--- src/rtl/ariane_pkg.sv ---
// ariane_pkg: shared decode/issue types and ID-stage sizing constants.
//   fu_t               - functional unit selector carried by a decoded entry
//   scoreboard_entry_t - decoded instruction as handed from ID to issue
//   IdBufDepth         - default depth of the ID issue buffer
//   IdBufCfMax         - default number of control-flow entries held at once
package ariane_pkg;

    localparam int unsigned IdBufDepth = 4;
    localparam int unsigned IdBufCfMax = 1;

    typedef enum logic [3:0] {
        NONE,
        LOAD,
        STORE,
        ALU,
        CTRL_FLOW,
        MULT,
        CSR
    } fu_t;

    typedef struct packed {
        logic [63:0] pc;
        logic [2:0]  trans_id;
        fu_t         fu;
        logic [7:0]  op;
        logic [4:0]  rs1;
        logic [4:0]  rs2;
        logic [4:0]  rd;
        logic [63:0] result;
        logic        valid;
        logic        use_imm;
        logic        use_pc;
        logic        is_compressed;
    } scoreboard_entry_t;

endpackage

--- src/rtl/id_issue_buffer.sv ---
// id_issue_buffer: circular FIFO of decoded entries between decode and issue.
// Limits the number of buffered control-flow entries to CF_MAX.
//   clk_i                - clock
//   rst_ni               - asynchronous active-low reset
//   flush_i              - discard all buffered entries (effective next cycle)
//   decoded_entry_i      - decoder output entry
//   is_ctrl_flow_i       - decoder entry is control flow
//   decoded_valid_i      - decoder entry valid
//   fetch_entry_ready_o  - decoder entry accepted this cycle (combinational)
//   issue_entry_o        - oldest buffered entry
//   issue_entry_valid_o  - issue_entry_o valid
//   is_ctrl_flow_o       - oldest entry is control flow
//   issue_instr_ack_i    - issue stage consumes the oldest entry
//   usage_o              - number of valid entries
//   cf_pending_o         - number of buffered control-flow entries
module id_issue_buffer
    import ariane_pkg::*;
#(
    parameter int unsigned DEPTH  = ariane_pkg::IdBufDepth,
    parameter int unsigned CF_MAX = ariane_pkg::IdBufCfMax
) (
    input  logic                        clk_i,
    input  logic                        rst_ni,
    input  logic                        flush_i,
    input  scoreboard_entry_t           decoded_entry_i,
    input  logic                        is_ctrl_flow_i,
    input  logic                        decoded_valid_i,
    output logic                        fetch_entry_ready_o,
    output scoreboard_entry_t           issue_entry_o,
    output logic                        issue_entry_valid_o,
    output logic                        is_ctrl_flow_o,
    input  logic                        issue_instr_ack_i,
    output logic [$clog2(DEPTH):0]      usage_o,
    output logic [$clog2(CF_MAX):0]     cf_pending_o
);

    localparam int unsigned PtrW   = $clog2(DEPTH);
    localparam int unsigned UsageW = $clog2(DEPTH) + 1;
    localparam int unsigned CfW    = $clog2(CF_MAX) + 1;

    localparam logic [UsageW-1:0] DepthVal = UsageW'(DEPTH);
    localparam logic [CfW-1:0]    CfMaxVal = CfW'(CF_MAX);

    if ((DEPTH < 2) || ((DEPTH & (DEPTH - 1)) != 0)) begin : gen_bad_depth
        $error("id_issue_buffer: DEPTH must be a power of two >= 2");
    end
    if ((CF_MAX < 1) || (CF_MAX > DEPTH)) begin : gen_bad_cf_max
        $error("id_issue_buffer: CF_MAX must be in 1..DEPTH");
    end

    typedef struct packed {
        scoreboard_entry_t sbe;
        logic              cf;
    } buf_entry_t;

    buf_entry_t        mem [DEPTH];
    logic [PtrW-1:0]   rd_ptr;
    logic [PtrW-1:0]   wr_ptr;
    logic [UsageW-1:0] usage;
    logic [CfW-1:0]    cf_cnt;

    logic push;
    logic pop;
    logic space_ok;
    logic cf_ok;
    logic cf_push;
    logic cf_pop;

    assign issue_entry_valid_o = (usage != '0);
    assign issue_entry_o       = mem[rd_ptr].sbe;
    // Stale storage after a flush may still hold a CF bit; only report it for a live head.
    assign is_ctrl_flow_o      = issue_entry_valid_o && mem[rd_ptr].cf;
    assign usage_o             = usage;
    assign cf_pending_o        = cf_cnt;

    assign pop      = issue_instr_ack_i && issue_entry_valid_o;
    // A full buffer (or full CF budget) can still accept when the head leaves this cycle.
    assign space_ok = (usage < DepthVal) || pop;
    assign cf_ok    = !is_ctrl_flow_i || (cf_cnt < CfMaxVal) || (pop && is_ctrl_flow_o);

    assign fetch_entry_ready_o = decoded_valid_i && space_ok && cf_ok && !flush_i;
    assign push                = fetch_entry_ready_o;

    assign cf_push = push && is_ctrl_flow_i;
    assign cf_pop  = pop && is_ctrl_flow_o;

    always_ff @(posedge clk_i or negedge rst_ni) begin
        if (!rst_ni) begin
            rd_ptr <= '0;
            wr_ptr <= '0;
            usage  <= '0;
            cf_cnt <= '0;
            for (int unsigned i = 0; i < DEPTH; i++) begin
                mem[i] <= '0;
            end
        end else if (flush_i) begin
            rd_ptr <= '0;
            wr_ptr <= '0;
            usage  <= '0;
            cf_cnt <= '0;
        end else begin
            if (push) begin
                mem[wr_ptr].sbe <= decoded_entry_i;
                mem[wr_ptr].cf  <= is_ctrl_flow_i;
                wr_ptr          <= wr_ptr + PtrW'(1);
            end
            if (pop) begin
                rd_ptr <= rd_ptr + PtrW'(1);
            end

            case ({push, pop})
                2'b10:   usage <= usage + UsageW'(1);
                2'b01:   usage <= usage - UsageW'(1);
                default: usage <= usage;
            endcase

            case ({cf_push, cf_pop})
                2'b10:   cf_cnt <= cf_cnt + CfW'(1);
                2'b01:   cf_cnt <= cf_cnt - CfW'(1);
                default: cf_cnt <= cf_cnt;
            endcase
        end
    end

endmodule

--- config.mk ---
export PLATFORM = sky130hd
export DESIGN_NAME = id_issue_buffer
export DESIGN_NICKNAME = d
export VERILOG_FILES = /design/src/rtl/ariane_pkg.sv /design/src/rtl/id_issue_buffer.sv
export SDC_FILE = /design/constraint.sdc
export NUM_CORES = 1
export LEC_CHECK = 0
export ABC_AREA = 1
export BUFFER_PORTS_ARGS = -buffer_cell sky130_fd_sc_hd__buf_2
export CORE_MARGIN = 1.5
export CORE_UTILIZATION = 47
export CTS_CLUSTER_DIAMETER = 150
export DETAILED_ROUTE_END_ITERATION = 7
export HOLD_SLACK_MARGIN = 0.06
export PLACE_DENSITY = 0.75
export SYNTH_ARGS = -nofsm -noshare
export SYNTH_HDL_FRONTEND = slang
export SYNTH_SLANG_ARGS = --single-unit
--- constraint.sdc ---
create_clock -name clk_i -period 2.97 [get_ports clk_i]
set_clock_uncertainty 0.2 [all_clocks]
set_input_delay 0.594 -clock clk_i [delete_from_list [all_inputs] [get_ports clk_i]]
set_output_delay 0.594 -clock clk_i [all_outputs]
set_load 0.05 [all_outputs]
## Yosys cells after proc, flatten, opt, wreduce, memory -nomap -nowiden

Index checks and enable logic that the tools add are counted.

- Bits in registers: 660
- Bits of input ports: 168
- Output and inout port bits: 169
- Word-level logic and storage cells: 110

- $add $sub $neg: 6
- $lt $le $gt $ge: 5
- Equality and inequality tests: 4
- Muxes and demuxes: 17
- Bitwise operators: 3
- Reduce and logical (&&, ||, !) cells: 19

Operators by type and width:

| cell | number |
|---|---|
| 652-bit bitwise mux | 2 |
| 163-bit demux with 2-bit select | 2 |
| 163-bit 2-to-1 mux | 3 |
| 163-bit binary-select mux with 2-bit select | 1 |
| 3-bit nonzero test | 3 |
| 1-bit logical AND | 8 |
| 2-bit 2-to-1 mux | 4 |
| 3-bit greater-or-equal comparator, second input constant | 2 |
| 2-bit NOT with 3-bit output | 2 |
| 3-bit case mux with 2 select lines | 1 |
| 2-bit by 1-bit adder with 2-bit output, second input constant | 2 |
| 2-bit by 1-bit equality test with 1-bit output, second input constant | 2 |
| 2-bit equality test, second input constant | 2 |
| 2-bit nonzero test | 2 |
| 3-bit by 1-bit adder with 3-bit output, second input constant | 1 |
| 1-bit logical OR | 3 |
| 3-bit by 1-bit less-than comparator with 1-bit output, second input constant | 1 |
| 3-bit less-than comparator, second input constant | 1 |
| 3-bit 2-to-1 mux | 1 |
| 3-bit by 1-bit subtractor with 3-bit output, second input constant | 1 |
| 1-bit logical NOT | 2 |
| 1-bit 2-to-1 mux | 2 |
| 1-bit case mux with 2 select lines | 1 |
| 2-bit AND reduction | 1 |
| other kinds (4) | 4 |

## Longest topological paths before layout

- Depth after elaboration: 13
- Gate-level depth with buffers: 15
- Depth with buffers taken out: 15

## Least setup slack after synthesis

OpenSTA, ideal clock, no wires.

- Path kind: register to output
- Start: register rd_ptr[0]
- End: output port issue_entry_o[16] in the netlist's numbering
- Data arrival time: 2136 ps
- Data required time: 2176 ps
- Path slack: 40 ps
- Cell stages (with the launch flop): 7
- Path buffers: 3
- Path through: dfrtp_1 inv_2 clkbuf_1 clkbuf_1 buf_1 nor2_1 o22ai_1

RTL lines:

| item | line | text |
|---|---|---|
| from (decl) | id_issue_buffer.sv:57 | `logic [PtrW-1:0] rd_ptr;` |
| from (signal assigned) | id_issue_buffer.sv:108 | `rd_ptr <= rd_ptr + PtrW'(1);` |
| to (decl) | id_issue_buffer.sv:29 | `output scoreboard_entry_t issue_entry_o,` |

==> results.json <==
{
  "dr.pass1.iters": 6,
  "clock_latency_ns": 0.60,
  "yosysTopAreaCell": "dfrtp_1",
  "place_congestion": 0.791,
  "die_w_um": 252,
  "dp_hpwl_mm": 46.0,
  "yosys.cell_types.count": 30,
  "drt_iter0_markers": 2570,
  "worst_pin_slew_ns": 0.568,
  "fp.dieH_um": 252,
  "yosysWarnings": 0,
  "synth_mux_area_share_pct": 0,
  "synth_area_leaders": "dfrtp_1 (57%), o21ai_0 (11%), nand2_1 (8.8%)",
  "total_power_mw": 42.8,
  "h-tree-depth": 3,
  "cp.required_ns": 2.18,
  "vias": 25600,
  "powerDensity_nw_per_um2": 1130,
  "max_stage_delay_ns": 0.54,
  "synth_xor_area_share_pct": 0.0603,
  "ys_ff_latch": 660,
  "layout-drive-gt1-share_pct": 25.9,
  "ioPinCount": 337,
  "cp_slowest_cell": "dfrtp_4",
  "slew_viol_final": 0,
  "critical_path.max_fanout": 15,
  "outcome": "finished with violations",
  "grt_pass1_vias": 24300,
  "antenna_found_initial": 8,
  "holdWs_ns": 0.0852,
  "synth_edf_count": 0,
  "cts_tree": "yes",
  "setup_viol": 28,
  "routed_via_density": 5.75,
  "final_nets": 3789,
  "p_leak_nw": 18.3,
  "num_rows": 90,
  "grt-ovfl-total": 0,
  "rsz0062_at_grt": "yes",
  "violations": "negative setup slack",
  "core-area_um2": 60700,
  "grt_max_degree": 104,
  "synth_compound_area_share_pct": 22.2,
  "crit_path_end_kind": "output pin",
  "hold_viol_final": 0,
  "syn_area_um2": 29100,
  "hp-class": "input pin to flop",
  "fin_crit_sh_pct": 102,
  "crit_type": "flop to output pin",
  "synthFlopType": "dfrtp_1",
  "slew_headroom_pct": 62.1,
  "portBuffers": 336,
  "cp.arrival_ns": 2.25,
  "hold_path.startpoint": "decoded_entry_i[133]",
  "worstReg2RegStart": "rd_ptr[1]",
  "final_cell_mix": "nand2_1 (682), dfrtp_1 (658), o21ai_0 (488), nor2_1 (302), o21ai_1 (285)",
  "fmax_ghz": 0.329,
  "drt_wl_total_mm": 93.7,
  "synthArstFlopShare_pct": 100,
  "crit_path_start_kind": "flop",
  "die_area_um2": 63400,
  "flow.area_growth_from_synthesis_pct": 30.1,
  "post-synth-top-area-fraction_pct": 56.8,
  "avgSynthCellArea_um2": 8.91,
  "syn_inst": 3261,
  "drc_errors": 0,
  "layout_commonest_cell": "nand2_1",
  "grt.total_usage_pct": 26.3,
  "yosys.area_share.simple_pct": 13.6,
  "setup_slack_ns": -0.0705,
  "syn-num-nets": 3434,
  "ant_nets": 0,
  "synth_top_family_by_area": "compound AO/OA/AOI/OAI gates",
  "crit_start": "rd_ptr[0]",
  "min_period_ns": 3.04,
  "cts_buffers": 71,
  "max-vdd-ir-drop_mv": 1.07,
  "place_ws_ns": 0.199,
  "wl_per_cell_um": 21.0,
  "cp_cell_sequence": "buf_12, clkinv_16, buf_16, nor2_1, o22ai_2, buf_6",
  "synth-adder-area-share_pct": 0.241,
  "cts_buffer_depth": 3,
  "root_buffer": "clkbuf_16",
  "clk_pin_slew_worst_paths_ns": 0.06,
  "clock_sinks": 660,
  "maxCapViolCount": 0,
  "grt_pass1_wl_mm": 132,
  "start_util_pct": 47.9,
  "yosysSeqAreaShare_pct": 56.8
}
-- critical path, delay by kind of cell, from the launching register on --
family	cells	cell delay, ns
buffers and inverters	4	0.69
flip-flops	1	0.54
AO/OA/AOI/OAI	1	0.30
AND/OR/NAND/NOR	1	0.09
-- repair_timing --
action | CTS | global route
pin swaps | 21 | 93
resized for setup | 254 | 451
hold buffers | 19 | 0
gates cloned | 19 | 43
hold endpoints to repair | 216 | 0
setup buffers | 17 | 20
endpoints found under the setup margin | 163 | 159
-- cells in the mapped netlist (2+ instances only) --
library cell,n
a21oi_1,4
buf_1,4
buf_2,30
buf_6,56
clkbuf_1,158
dfrtp_1,660
ha_1,4
inv_1,174
nand2_1,682
nand2_4,2
nand2_8,2
nand3_1,9
nor2_1,325
o21ai_0,664
o21ai_1,173
o21ai_2,138
o22ai_1,162
xnor2_1,2
-- per-layer routing --
| metal | GRT usage (%) | vias up | wire length [um] |
|---|---|---|---|
| met5 | 0 | - | 51 |
| met4 | 11.6 | 8 | 4230 |
| met3 | 4.95 | 281 | 7710 |
| met2 | 42.1 | 1197 | 45100 |
| met1 | 35.1 | 12500 | 36600 |
| li1 | - | 11600 | - |
-- final cells by class --
cell class,instances,area [um2]
repair buffers,527,5680
repair inverters,4,77.6
inverters,176,712
diodes,4,10.0
well taps,782,978
multi-input cells,2176,11400
clock inverters,21,328
flip-flops and latches,660,16500
fillers,4782,22900
clock buffers,102,2130
-- logic make-up after synthesis --
family,count (synthesis)
compound gates,1143
xor+xnor,2
fa+ha+maj,5
buf+inv,425
flops,660
simple gates,1026
-- path summary, 6_finish.rpt --
check | slack (ns) | endpoint | cells after the start
min in group asynchronous | 0.25 | mem[185] | 2
min reg2reg | 0.27 | mem[489] | 2
min | 0.09 | mem[460] | 3
max reg2reg | 0.22 | mem[7] | 12
max in group asynchronous | 1.25 | mem[105] | 5
max | -0.07 | issue_entry_o[27] | 6
-- flip-flops by register name (all words and copies together) (netlist names) --
register,flops
mem,652
wr_ptr,2
cf_pending_o,1
usage_o,3
rd_ptr,2
-- per-stage QoR --
| step | instances | instance area [um2] | utilization (%) | TNS [ns] |
|---|---|---|---|---|
| floorplan | 3261 | 29100 | - | 0 |
| detailed placement | 4209 | 31500 | 51.9 | 0 |
| global route | 4452 | 37800 | 62.3 | -5.99 |
| CTS | 4387 | 35600 | 58.7 | -4.08 |
| global placement | 4209 | 31500 | 51.9 | 0 |
| finish | 4452 | 37800 | 62.3 | -0.559 |
-- report_power, final --
part           internal, mW  leakage (nW)  switching (mW)
sequential             12.4          8.51            2.00
clock                  5.53          1.21            3.74
combinational          6.79          8.64            12.3
total                  24.8          18.3            18.0
No activity file was read; power rests on OpenSTA's default activity.
